==> src/rtl/cpu_pkg.sv <==
// cpu_pkg: shared widths, execute-stage state encodings and op indices
package cpu_pkg;
  localparam int DWIDTH      = 16;
  localparam int AWIDTH      = 12;
  localparam int MEM_TIMEOUT = 15;
  localparam int NUM_OPS     = 12;
  typedef enum logic [2:0] {S_IDLE, S_RD, S_WR, S_EXEC, S_DONE} state_e;
  // Op values double as bit indices into the strobe vector (bit 0 = add).
  typedef enum logic [3:0] {
    OP_ADD     = 4'd0,
    OP_LOAD    = 4'd1,
    OP_STORE   = 4'd2,
    OP_BRANCH  = 4'd3,
    OP_ISZ     = 4'd4,
    OP_CLR_AC  = 4'd5,
    OP_CLR_E   = 4'd6,
    OP_COMP_AC = 4'd7,
    OP_LOAD_AC = 4'd8,
    OP_CIR_R   = 4'd9,
    OP_CIR_L   = 4'd10,
    OP_INC_AC  = 4'd11,
    OP_NOP     = 4'd12
  } op_e;
  // Lowest set strobe index wins; no strobe decodes to NOP.
  function automatic op_e decode_op(input logic [NUM_OPS-1:0] s);
    decode_op = OP_NOP;
    for (int i = NUM_OPS - 1; i >= 0; i--)
      if (s[i]) decode_op = op_e'(i[3:0]);
  endfunction
endpackage

==> src/rtl/exec_alu.sv <==
// exec_alu: combinational AC/E update for the latched op, plus ISZ zero test
module exec_alu
  import cpu_pkg::*;
#(
  parameter int W = DWIDTH
) (
  input  op_e          i_op,
  input  logic [W-1:0] i_ac,
  input  logic         i_e,
  input  logic [W-1:0] i_mbr,
  input  logic [7:0]   i_imm,
  output logic [W-1:0] o_ac_nxt,
  output logic         o_e_nxt,
  output logic         o_zero
);
  logic [W:0] w_sum;
  assign w_sum  = {1'b0, i_ac} + {1'b0, i_mbr};
  assign o_zero = (i_mbr + W'(1)) == '0;
  // Next AC/E per op; ops without a register effect hold both.
  always_comb begin
    o_ac_nxt = i_ac;
    o_e_nxt  = i_e;
    case (i_op)
      OP_ADD:     {o_e_nxt, o_ac_nxt} = w_sum;
      OP_LOAD:    o_ac_nxt = i_mbr;
      OP_CLR_AC:  o_ac_nxt = '0;
      OP_CLR_E:   o_e_nxt = 1'b0;
      OP_COMP_AC: o_ac_nxt = ~i_ac;
      OP_LOAD_AC: o_ac_nxt = {{(W-8){1'b0}}, i_imm};
      OP_CIR_R:   {o_ac_nxt, o_e_nxt} = {i_e, i_ac};
      OP_CIR_L:   {o_e_nxt, o_ac_nxt} = {i_ac, i_e};
      OP_INC_AC:  o_ac_nxt = i_ac + W'(1);
      default:    ;
    endcase
  end
endmodule

==> src/rtl/exec_unit.sv <==
// exec_unit: execute stage of the accumulator CPU (memory handshakes, AC/E ops, PC requests)
module exec_unit #(
  parameter int DWIDTH      = cpu_pkg::DWIDTH,
  parameter int AWIDTH      = cpu_pkg::AWIDTH,
  parameter int MEM_TIMEOUT = cpu_pkg::MEM_TIMEOUT
) (
  input  logic              clk,
  input  logic              reset_n,
  input  logic              i_execute,
  input  logic [AWIDTH-1:0] i_addr,
  input  logic [7:0]        i_imm,
  input  logic              i_add,
  input  logic              i_load,
  input  logic              i_store,
  input  logic              i_branch,
  input  logic              i_isz,
  input  logic              i_clr_ac,
  input  logic              i_clr_e,
  input  logic              i_comp_ac,
  input  logic              i_load_ac,
  input  logic              i_cir_r,
  input  logic              i_cir_l,
  input  logic              i_inc_ac,
  output logic [AWIDTH-1:0] o_mem_addr,
  output logic              o_mem_rd,
  output logic              o_mem_wr,
  output logic [DWIDTH-1:0] o_mem_wdata,
  input  logic [DWIDTH-1:0] i_mem_rdata,
  input  logic              i_mem_ack,
  output logic [DWIDTH-1:0] o_ac,
  output logic              o_e,
  output logic              o_pc_load,
  output logic [AWIDTH-1:0] o_pc_target,
  output logic              o_pc_skip,
  output logic              o_ex_done,
  output logic              o_err
);
  import cpu_pkg::*;
  localparam int CW = $clog2(MEM_TIMEOUT + 1);
  state_e            r_state, w_next;
  op_e               r_op, w_op;
  logic              r_exec_prev, r_e, r_err, r_abort;
  logic [AWIDTH-1:0] r_addr;
  logic [7:0]        r_imm;
  logic [DWIDTH-1:0] r_ac, r_mbr, w_ac_nxt;
  logic [CW-1:0]     r_cnt;
  logic              w_start, w_mem, w_timeout, w_e_nxt, w_zero;
  logic [NUM_OPS-1:0] w_strobe;
  assign w_strobe  = {i_inc_ac, i_cir_l, i_cir_r, i_load_ac, i_comp_ac, i_clr_e,
                      i_clr_ac, i_isz, i_branch, i_store, i_load, i_add};
  assign w_op      = decode_op(w_strobe);
  assign w_start   = r_state == S_IDLE && i_execute && !r_exec_prev;
  assign w_mem     = r_state == S_RD || r_state == S_WR;
  assign w_timeout = w_mem && !i_mem_ack && r_cnt == CW'(MEM_TIMEOUT - 1);
  exec_alu #(.W(DWIDTH)) u_alu (
    .i_op     (r_op),
    .i_ac     (r_ac),
    .i_e      (r_e),
    .i_mbr    (r_mbr),
    .i_imm    (r_imm),
    .o_ac_nxt (w_ac_nxt),
    .o_e_nxt  (w_e_nxt),
    .o_zero   (w_zero)
  );
  // State register; reset drops any pending request immediately.
  always_ff @(posedge clk or negedge reset_n)
    if (!reset_n) r_state <= S_IDLE;
    else          r_state <= w_next;
  // Next-state: memory ops go through RD/WR, ISZ writes back after EXEC, NOP skips to DONE.
  always_comb begin
    w_next = r_state;
    case (r_state)
      S_IDLE: if (w_start)
                w_next = (w_op == OP_ADD || w_op == OP_LOAD || w_op == OP_ISZ) ? S_RD :
                         w_op == OP_STORE ? S_WR : w_op == OP_NOP ? S_DONE : S_EXEC;
      S_RD:   w_next = i_mem_ack ? S_EXEC : w_timeout ? S_DONE : S_RD;
      S_WR:   w_next = (i_mem_ack || w_timeout) ? S_DONE : S_WR;
      S_EXEC: w_next = r_op == OP_ISZ ? S_WR : S_DONE;
      default: w_next = S_IDLE;
    endcase
  end
  // Datapath: latch operands on start, capture read data, apply the op in EXEC, track timeouts.
  always_ff @(posedge clk or negedge reset_n)
    if (!reset_n) begin
      r_exec_prev <= 1'b0;
      r_op        <= OP_NOP;
      r_addr      <= '0;
      r_imm       <= '0;
      r_ac        <= '0;
      r_e         <= 1'b0;
      r_mbr       <= '0;
      r_cnt       <= '0;
      r_err       <= 1'b0;
      r_abort     <= 1'b0;
    end else begin
      r_exec_prev <= i_execute;
      r_cnt       <= (w_mem && !i_mem_ack) ? r_cnt + CW'(1) : '0;
      if (w_start) begin
        r_op    <= w_op;
        r_addr  <= i_addr;
        r_imm   <= i_imm;
        r_abort <= 1'b0;
      end
      if (r_state == S_RD && i_mem_ack) r_mbr <= i_mem_rdata;
      if (r_state == S_EXEC) begin
        r_ac <= w_ac_nxt;
        r_e  <= w_e_nxt;
      end
      if (w_timeout) begin
        r_err   <= 1'b1;
        r_abort <= 1'b1;
      end
    end
  assign o_mem_rd    = r_state == S_RD;
  assign o_mem_wr    = r_state == S_WR;
  assign o_mem_addr  = w_mem ? r_addr : '0;
  assign o_mem_wdata = o_mem_wr ? (r_op == OP_ISZ ? r_mbr + DWIDTH'(1) : r_ac) : '0;
  assign o_ac        = r_ac;
  assign o_e         = r_e;
  assign o_pc_load   = r_state == S_EXEC && r_op == OP_BRANCH;
  assign o_pc_target = r_addr;
  assign o_pc_skip   = r_state == S_DONE && r_op == OP_ISZ && w_zero && !r_abort;
  assign o_ex_done   = r_state == S_DONE;
  assign o_err       = r_err;
endmodule

==> config.mk <==
export PLATFORM = sky130hd
export DESIGN_NAME = exec_unit
export DESIGN_NICKNAME = d
export VERILOG_FILES = /design/src/rtl/cpu_pkg.sv /design/src/rtl/exec_alu.sv /design/src/rtl/exec_unit.sv
export SDC_FILE = /design/constraint.sdc
export NUM_CORES = 1
export LEC_CHECK = 0
export ABC_AREA = 1
export CAP_MARGIN = 10
export CORE_MARGIN = 8
export CORE_UTILIZATION = 30
export DETAILED_ROUTE_END_ITERATION = 10
export PLACE_DENSITY = 0.56
export SETUP_SLACK_MARGIN = 0.3
export SYNTH_ARGS = -nofsm -noshare
export SYNTH_HDL_FRONTEND = slang
export SYNTH_SLANG_ARGS = --single-unit
==> constraint.sdc <==
create_clock -name clk -period 2.5 [get_ports clk]
set_input_delay 0.5 -clock clk [delete_from_list [all_inputs] [get_ports clk]]
set_output_delay 0.5 -clock clk [all_outputs]
set_load 0.03 [all_outputs]
# [Word level (Yosys, flattened, before mapping)]
# Cells that the tools add are included.
[word_totals] out_inout_bits=63 input_bits=52 reg_bits=67 word_cells=90
[op_classes] n_bitwise=1 n_mux=29 n_eq_ne=20 reduce_logical=25 add_sub_neg=4
[ops] operator="$pmux W16 S8" n=1
[ops] operator="$mux W4" n=10
[ops] operator="$mux W3" n=11
[ops] operator="$add A16 B1 Y16 const B" n=2
[ops] operator="$mux W16" n=2
[ops] operator="$eq A4 B4 Y1 const B" n=6
[ops] operator="$eq A4 B3 Y1 const B" n=5
[ops] operator="$add A16 B16 Y17" n=1
[ops] operator="$logic_not A16 Y1" n=1
[ops] operator="$not A16 Y16" n=1
[ops] operator="$mux W12" n=1
[ops] operator="$pmux W3 S4" n=1
[ops] operator="$logic_and A1 B1 Y1" n=9
[ops] operator="$eq A4 B1 Y1 const B" n=2
[ops] operator="$eq A4 B2 Y1 const B" n=2
[ops] operator="$logic_not A4 Y1" n=2
[ops] operator="$reduce_bool A8 Y1" n=1
[ops] operator="$eq A3 B2 Y1 const B" n=2
[ops] operator="$add A4 B1 Y4 const B" n=1
[ops] operator="$logic_or A1 B1 Y1" n=4
[ops] operator="$pmux W1 S4" n=1
[ops] operator="$reduce_and A2 Y1" n=2
[ops] operator="$reduce_bool A4 Y1" n=1
[ops] operator="$eq A3 B1 Y1 const B" n=1
[ops] operator="6 further kinds" n=9

# [Longest topological paths before layout]
# Gate-level depths: netlist (run 1).
[depth] word_depth=18 ltp_mapped=14 depth_no_buf=14

# [Hierarchy]
# Synthesis (run 1) repeated with hierarchy kept, for this count alone.
[unflattened] hier_cells=881 hier_area_um2=5873.1
[modules_own_cells] mod="exec_unit" n_inst=1 cells_each=403 seq_area_each_um2=1679.1 area_per_inst_um2=3420.8
[modules_own_cells] mod="exec_alu" n_inst=1 cells_each=478 seq_area_each_um2=0.0 area_per_inst_um2=2452.4

# [Least setup slack after synthesis (run 1)]
# Ideal clock, no wire load.
[synth_timing] path_kind="register to output" from="reg r_state[1]" to="out o_pc_skip" path_buffers=0 required_time_ns=2.000 setup_slack_ns=0.031 t_arrival_ns=1.969 path_stages_with_launch=12 path_cell_list="dfrtp_1 inv_1 nand2_1 nor2_1 nand3_1 nor2_1 nand4_1 nor2_1 nand4_1 nor2_1 nand4_1 nor2_1"
[synth_via] elab_chain_len=4
[synth_rtl] element="start: declaration" line="exec_unit.sv:40" source="state_e r_state, w_next;"
[synth_rtl] element="start signal: assignment" line="exec_unit.sv:68" source="else r_state <= w_next;"
[synth_rtl] element="$eq A3 B3 Y1"
[synth_rtl] element="via o_ex_done" line="exec_unit.sv:35" source="output logic o_ex_done,"
[synth_rtl] element="$logic_and A1 B1 Y1 (3 in series)" line="exec_unit.sv:122" source="assign o_pc_skip = r_state == S_DONE && r_op == OP_ISZ && w_zero && !r_abort;"
[synth_rtl] element="end: declaration" line="exec_unit.sv:34" source="output logic o_pc_skip,"
# The timed path passes the listed nets, and every way through them passes these cells.

# [Final worst setup path (run 1)]
[layout_timing] from="reg r_mbr[1]" to="out o_pc_skip"
[layout_via] elab_chain_len=4
[layout_rtl] element="start: declaration" line="exec_unit.sv:45" source="logic [DWIDTH-1:0] r_ac, r_mbr, w_ac_nxt;"
[layout_rtl] element="start signal: assignment" line="exec_unit.sv:104" source="if (r_state == S_RD && i_mem_ack) r_mbr <= i_mem_rdata;"
[layout_rtl] element="$add A16 B1 Y16" line="exec_alu.sv:18" source="assign o_zero = (i_mbr + W'(1)) == '0;"
[layout_rtl] element="$logic_not A16 Y1" line="exec_alu.sv:18"
[layout_rtl] element="$logic_and A1 B1 Y1 (2 in series)" line="exec_unit.sv:122"
# Every way passes these cells.

==> results_dict.tcl, run 1 <==
set metrics [dict create \
    final_net_count 999 \
    period_share_pct 111.0 \
    startpoint_type "flip-flop" \
    setup_viol 5 \
    routed_via_density 5.100 \
    grt_max_degree 37 \
    ys_types 51 \
    worstPathArrival_ps 2280 \
    grt_use_total_pct 17.67 \
    wl_met1_um 8121 \
    fin_skew_ps 11.43 \
    rows 48 \
    portBuffers 114 \
    hpwl_um 14720 \
    fillCellCount 1764 \
    place_inst 1102 \
    min_path_type "in -> async" \
    grt_pass1_vias 5774 \
    ys_seq_elements 67 \
    drive_above_1_share_pct 27.53 \
    power.share.clock_pct 12.8 \
    diodes 0 \
    slowest_stage "dfrtp_1" \
    synth_ff_type "dfrtp_1" \
    switchingPower_mw 5.463 \
    maxSlewViolCount 0 \
    combPwrFrac_pct 66.8 \
    cts.reportedPaths.clkPinSlew_ps 60 \
    vdd_drop_max_uv 638.4 \
    crit_chain "buf_6 > buf_6 > nand3_4 > inv_2 > nand2_4 > nor3_4 > nand3_2 > buf_6 > xor2_2 > nand4_1 > nor2_2 > buf_6" \
    p_int_mw 5.002 \
    grt.overflow.total 0 \
    cap_violations 0 \
    maxSlewHeadroom_pct 69.18 \
    sw_frac_of_total_pct 52.20 \
    final_cell_mix "nand2_1 (151), inv_1 (82), clkdlybuf4s50_1 (79)" \
    synth_edf_count 0 \
    fin_crit_ps 2775 \
    reg2reg_depth 17 \
    syn_area_mm2 0.005155 \
    layout_commonest_cell "nand2_1" \
    place_congestion 0.9348 \
    synthArstFlopShare_pct 100.0 \
    wl_um 19550 \
    hold_viol_final 0 \
    fmax_mhz 360.3 \
    cellLeakagePower_nw 3.545 \
    whs_ps 30.60 \
    pin_count 115 \
    synth.avg_cell_area_um2 6.801 \
    wl_per_cell_um 16.93 \
    cts_buffers 9 \
    wl_met2_um 9255 \
    antenna_found_initial 0 \
    die_area_mm2 0.02163 \
    ant_nets 0 \
    design.core.area_mm2 0.01706 \
    report.power.total_mw 10.46 \
    cts_tree "built" \
    timing.final.ws_setup_ps -275.2 \
    r2r-start "r_mbr[0]" \
    dr_wl_met3_um 1729 \
    seq_power_share_pct 20.4 \
    stdcell_count 1155 \
    synth_cells 758 \
    root_buffer "clkbuf_16" \
    critPathMaxFanout 4 \
    dieWidth_um 147.1 \
    syn_nets 832 \
    drt_iter0_markers 376 \
    worst-slew-pin-transition_ps 458.1 \
    startpoint "r_mbr[1]" \
    cts_sinks 67 \
    start_util_pct 30.22 \
    vias 5891 \
    cp_slowest_stage_delay_ps 410 \
    p_per_area_mw_per_mm2 1321 \
    rsz0062_at_grt "yes" \
    violations "negative setup slack" \
    clk_latency_ps 350 \
    worstPathRequired_ps 2000 \
    die_h_um 147.1 \
    grt_pass1_wl_um 30660 \
    cp_common_cell "buf_6" \
    cts_buffer_depth 2 \
    area_delta_synth_final_pct 53.64 \
    top_layer_used "met4" \
    drc 0 \
    end_kind "output pin" \
    yosys_warnings 0 \
    crit_type "reg -> out" \
    h-tree-depth 3 \
    status "complete, but fails checks" \
    synth_seq_area_share_pct 32.57 \
    drtPass1Iterations 5 \
]
state kept, by name (all words and copies together) (netlist names), 3 cells and up:
signal and flops:
o_pc_target 12, r_state 3, o_ac 16, r_imm 8, r_mbr 16, r_cnt 4, r_op 4
layout make-up:
cell class,count,area (µm²),share of cell area (%)
clock inverters,7,83.83,1.058
repair inverters,2,25.02,0.3160
multi-input cells,559,3477,43.90
repair buffers,178,1714,21.64
inverters,108,424.2,5.355
clock buffers,9,225.2,2.844
flip-flops and latches,67,1689,21.33
well taps,225,281.5,3.555
worst max-delay path: cells and delay by family (launching register included):
family                 cells  cell delay, ps
flip-flops                 1             410
buffers and inverters      5             610
XOR/XNOR                   1             190
AND/OR/NAND/NOR            6             700
synth_stat cells, types with 2 or more instances:
cell type,count,area (µm²)
a21o_1,2,15.01
nand4_1,10,62.56
a211oi_1,3,22.52
nor2_2,7,43.79
a31oi_1,3,18.77
inv_1,90,337.8
dfstp_2,2,52.55
xor2_1,8,70.07
buf_4,3,22.52
xnor2_1,4,35.03
dfrtp_1,65,1627
or2_2,3,18.77
o2111ai_1,6,52.55
ha_1,21,262.8
nand2_1,161,604.3
nor3_1,4,20.02
o21bai_1,2,15.01
nor4_1,5,31.28
a21oi_1,55,275.3
inv_2,17,63.81
nand3_1,45,225.2
o22ai_1,18,112.6
nand3b_1,2,15.01
buf_2,7,35.03
a21boi_0,2,15.01
o211ai_1,3,22.52
nor2_1,72,270.3
a22oi_1,3,22.52
o21ai_0,71,355.3
nor3_2,2,20.02
clkbuf_1,13,48.80
o21ai_1,22,110.1
nand3_2,2,20.02
nor3_4,2,32.53
a221oi_1,3,26.28
nor2_4,2,22.52
nand2_2,4,25.02
timing repair:
item | CTS | global route
setup buffers | 24 | 9
resized for setup | 158 | 85
setup endpoints to repair | 37 | 40
pin swaps | 18 | 25
hold buffers | 0 | 0
cloned | 4 | 0
per-layer routing:
layer | vias up | track usage, %
met1 | 2718 | 22.05
met5 | - | 0
met2 | 253 | 28.97
met4 | 0 | 4.386
li1 | 2886 | -
met3 | 34 | 5.598
kinds of logic (layout without fill, tap and decap cells):
kind of cell | Yosys count | in the layout | share of synthesized area [%]
adder cells (fa/ha/maj) | 22 | 22 | 5.485
buffers and inverters | 132 | 304 | 10.02
AO/OA/AOI/OAI | 199 | 199 | 21.60
XOR/XNOR | 12 | 12 | 2.039
multiplexers | 2 | 2 | 0.4126
AND/OR/NAND/NOR | 324 | 324 | 27.86
flip-flops | 67 | 67 | 32.57
path summary, 6_finish.rpt:
check | endpoint | slack [ps]
worst max-delay path | o_pc_skip | -280
worst min-delay path | o_ac[13] | 30
worst max register to register | o_ac[12] | 120
worst min register to register | o_err | 470
max in group asynchronous | r_mbr[4] | 1840
min in group clk | o_err | 470
metrics by stage:
step	instance area (µm²)	util (%)	setup TNS [ps]	worst slack, ps
4_1_cts	7629	44.73	-389.2	-168.4
5_1_grt	7920	46.43	-1657	-426.6
3_5_place_dp	6719	39.39	0	138.4
3_3_place_gp	6719	39.39	0	171.1
6_report	7920	46.43	-984.4	-275.2
2_1_floorplan	5197	-	0	175.3
power by group through the flow:
stage / registers [mW] / clock network, mW / logic [mW]
4_1_cts: 2.11 / 1.38 / 6.40
6_report: 2.13 / 1.34 / 6.99
2_1_floorplan: 2.41 / 0 / 3.29
3_3_place_gp: 2.10 / 0 / 5.83
3_5_place_dp: 2.09 / 0 / 5.81
5_1_grt: 2.18 / 1.43 / 7.59
Power figures use the tool's default switching activity.
==> inputs of run 2 (changes only) <==
--- a/config.mk
+++ b/config.mk
@@ -9,7 +9,9 @@
 export CAP_MARGIN = 10
 export CORE_MARGIN = 8
 export CORE_UTILIZATION = 30
+export CTS_BUF_LIST = sky130_fd_sc_hd__clkbuf_4 sky130_fd_sc_hd__clkbuf_8
 export DETAILED_ROUTE_END_ITERATION = 10
+export MAX_ROUTING_LAYER = met4
 export PLACE_DENSITY = 0.56
 export SETUP_SLACK_MARGIN = 0.3
 export SYNTH_ARGS = -nofsm -noshare
==> results_dict.tcl, run 2 (synthesis results as in run 1) <==
set metrics [dict create \
    maxSlewViolCount 0 \
    rsz0062_at_grt "yes" \
    start_util_pct 30.22 \
    worstPathRequired_ps 2000 \
    status "complete, but fails checks" \
    p_per_area_mw_per_mm2 1308 \
    p_int_mw 4.999 \
    setup_viol 6 \
    switchingPower_mw 5.607 \
    wl_per_cell_um 17.01 \
    holdBufCountCts 0 \
    drt_iter0_markers 374 \
    grt_max_degree 68 \
    cts_buffer_depth 2 \
    r2r-start "r_mbr[0]" \
    end_kind "output pin" \
    fillCellCount 1709 \
    antenna_found_initial 0 \
    grt_use_total_pct 18.25 \
    fin_tns_setup_ps -1149 \
    cts_tree "built" \
    routed_via_density 5.070 \
    root_buffer "clkbuf_8" \
    seq_power_share_pct 20.0 \
    fin_skew_ps 10.58 \
    h-tree-depth 3 \
    period_share_pct 111.3 \
    ant_nets 0 \
    drc 0 \
    die_area_mm2 0.02163 \
    sw_frac_of_total_pct 52.87 \
    final_net_count 1006 \
    startpoint_type "flip-flop" \
    min_path_type "in -> async" \
    report.power.total_mw 10.61 \
    startpoint "r_mbr[6]" \
    design.core.area_mm2 0.01706 \
    wl_um 19770 \
    cts_buffers 9 \
    final_cell_mix "nand2_1 (146), inv_1 (79), clkdlybuf4s50_1 (72)" \
    maxSlewHeadroom_pct 69.40 \
    violations "negative setup slack" \
    clk_latency_ps 390 \
    diodes 0 \
    layout_commonest_cell "nand2_1" \
    portBuffers 114 \
    cts.reportedPaths.clkPinSlew_ps 90 \
    power.share.clock_pct 10.4 \
    hold_viol_final 0 \
    post-route-util_pct 47.55 \
    hpwl_um 14530 \
    cap_violations 0 \
    grt.overflow.total 0 \
    fmax_mhz 359.3 \
    grt_pass1_vias 5794 \
    place_congestion 0.9366 \
    fin_crit_ps 2784 \
    place_inst 1101 \
    vdd_drop_max_uv 740.8 \
    area_delta_synth_final_pct 57.33 \
    cellLeakagePower_nw 3.623 \
    cts_sinks 67 \
    whs_ps 103.2 \
    pin_count 115 \
    stdcell_count 1162 \
    worst-slew-pin-transition_ps 454.7 \
    rows 48 \
    die_h_um 147.1 \
    drive_above_1_share_pct 30.10 \
    drtPass1Iterations 5 \
    timing.final.ws_setup_ps -283.5 \
    grt_pass1_wl_um 30570 \
    worstPathArrival_ps 2280 \
    crit_type "reg -> out" \
    combPwrFrac_pct 69.6 \
    vias 5891 \
    dieWidth_um 147.1 \
    critPathMaxFanout 4 \
]
==> run 2: changes by cell type in the layout (fill, tap and decap cells not counted), moves of 5 or more <==
cell | previous run | this run
clkdlybuf4s50_1 | 79 | 72
nand2_1 | 151 | 146
buf_6 | 31 | 45
nor2_4 | 6 | 21
nor2_1 | 60 | 47
clkbuf_16 | 9 | 0
a21oi_2 | 16 | 10
buf_4 | 42 | 50
clkbuf_8 | 0 | 9
nand2_2 | 10 | 16
buf_2 | 14 | 1
==> run 2: layout make-up <==
type                            instances  area [µm²]  share of cell area, %
Clock buffer                            9       123.9                  1.527
Sequential cell                        67        1690                  20.84
Inverter                              108       434.2                  5.353
Timing Repair Buffer                  185        1848                  22.79
Tap cell                              225       281.5                  3.471
Clock inverter                          7       106.4                  1.311
Timing Repair inverter                  2       31.28                 0.3857
Multi-Input combinational cell        559        3595                  44.32
==> run 2: per-stage QoR <==
step	instance area, µm²	setup slack (ps)
global placement	6711	180.3
detailed placement	6711	120.0
global route	8110	-406.4
CTS	7457	-227.3
finish	8110	-283.5
floorplan	5197	175.3
==> run 2: timing repair <==
item / CTS / global route
endpoints found under the hold margin: 0 / 0
setup buffers: 20 / 21
cloned: 4 / 0
setup endpoints to repair: 40 / 48
pin swaps: 20 / 34
resized for setup: 188 / 134
==> run 2: per-layer routing <==
| metal | GRT usage (%) | wire length [µm] | vias up |
|---|---|---|---|
| li1 | - | - | 2890 |
| met1 | 22.29 | 8433 | 2748 |
| met2 | 28.28 | 9385 | 217 |
| met3 | 5.783 | 1407 | 36 |
| met4 | 5.609 | 544 | 0 |
| met5 | - | 0 | - |
==> run 2: final timing paths <==
path                       cells past startpoint  slack [ps]               to
min                                            2         100         o_ac[14]
max reg2reg                                   17         200         o_ac[14]
min in group clk                               2         470            o_err
min reg2reg                                    2         470            o_err
max in group asynchronous                      2        2030         r_mbr[8]
max                                           12        -280  o_mem_wdata[15]
==> run 2: power by group through the flow <==
stage	Clock [mW]	Combinational, mW	Sequential [mW]
after global placement	0	5.84	2.09
after floorplan	0	3.29	2.41
after global routing	1.18	8.02	2.18
after detailed placement	0	5.81	2.09
final	1.10	7.38	2.12
after CTS	1.14	6.31	2.10
==> run 2: worst max-delay path: stages (launching register included) <==
cell	delay, ps
dfrtp_1	410
buf_4	130
nand2_1	50
nor2_2	150
nand2_4	70
nor3_4	160
nand3_2	140
nor2_4	150
nand3_1	130
xor2_2	210
nor2_1	70
nor2_2	100
buf_6	140
==> inputs of run 3 (changes only) <==
--- a/config.mk
+++ b/config.mk
@@ -9,7 +9,7 @@
 export CAP_MARGIN = 10
 export CORE_MARGIN = 8
 export CORE_UTILIZATION = 30
-export CTS_BUF_LIST = sky130_fd_sc_hd__clkbuf_4 sky130_fd_sc_hd__clkbuf_8
+export CTS_BUF_LIST = sky130_fd_sc_hd__clkbuf_2 sky130_fd_sc_hd__clkbuf_4 sky130_fd_sc_hd__clkbuf_8
 export DETAILED_ROUTE_END_ITERATION = 10
 export MAX_ROUTING_LAYER = met4
 export PLACE_DENSITY = 0.56
==> results of run 3 <==
No change in the layout: final DEF, timing and power equal those of run 2.
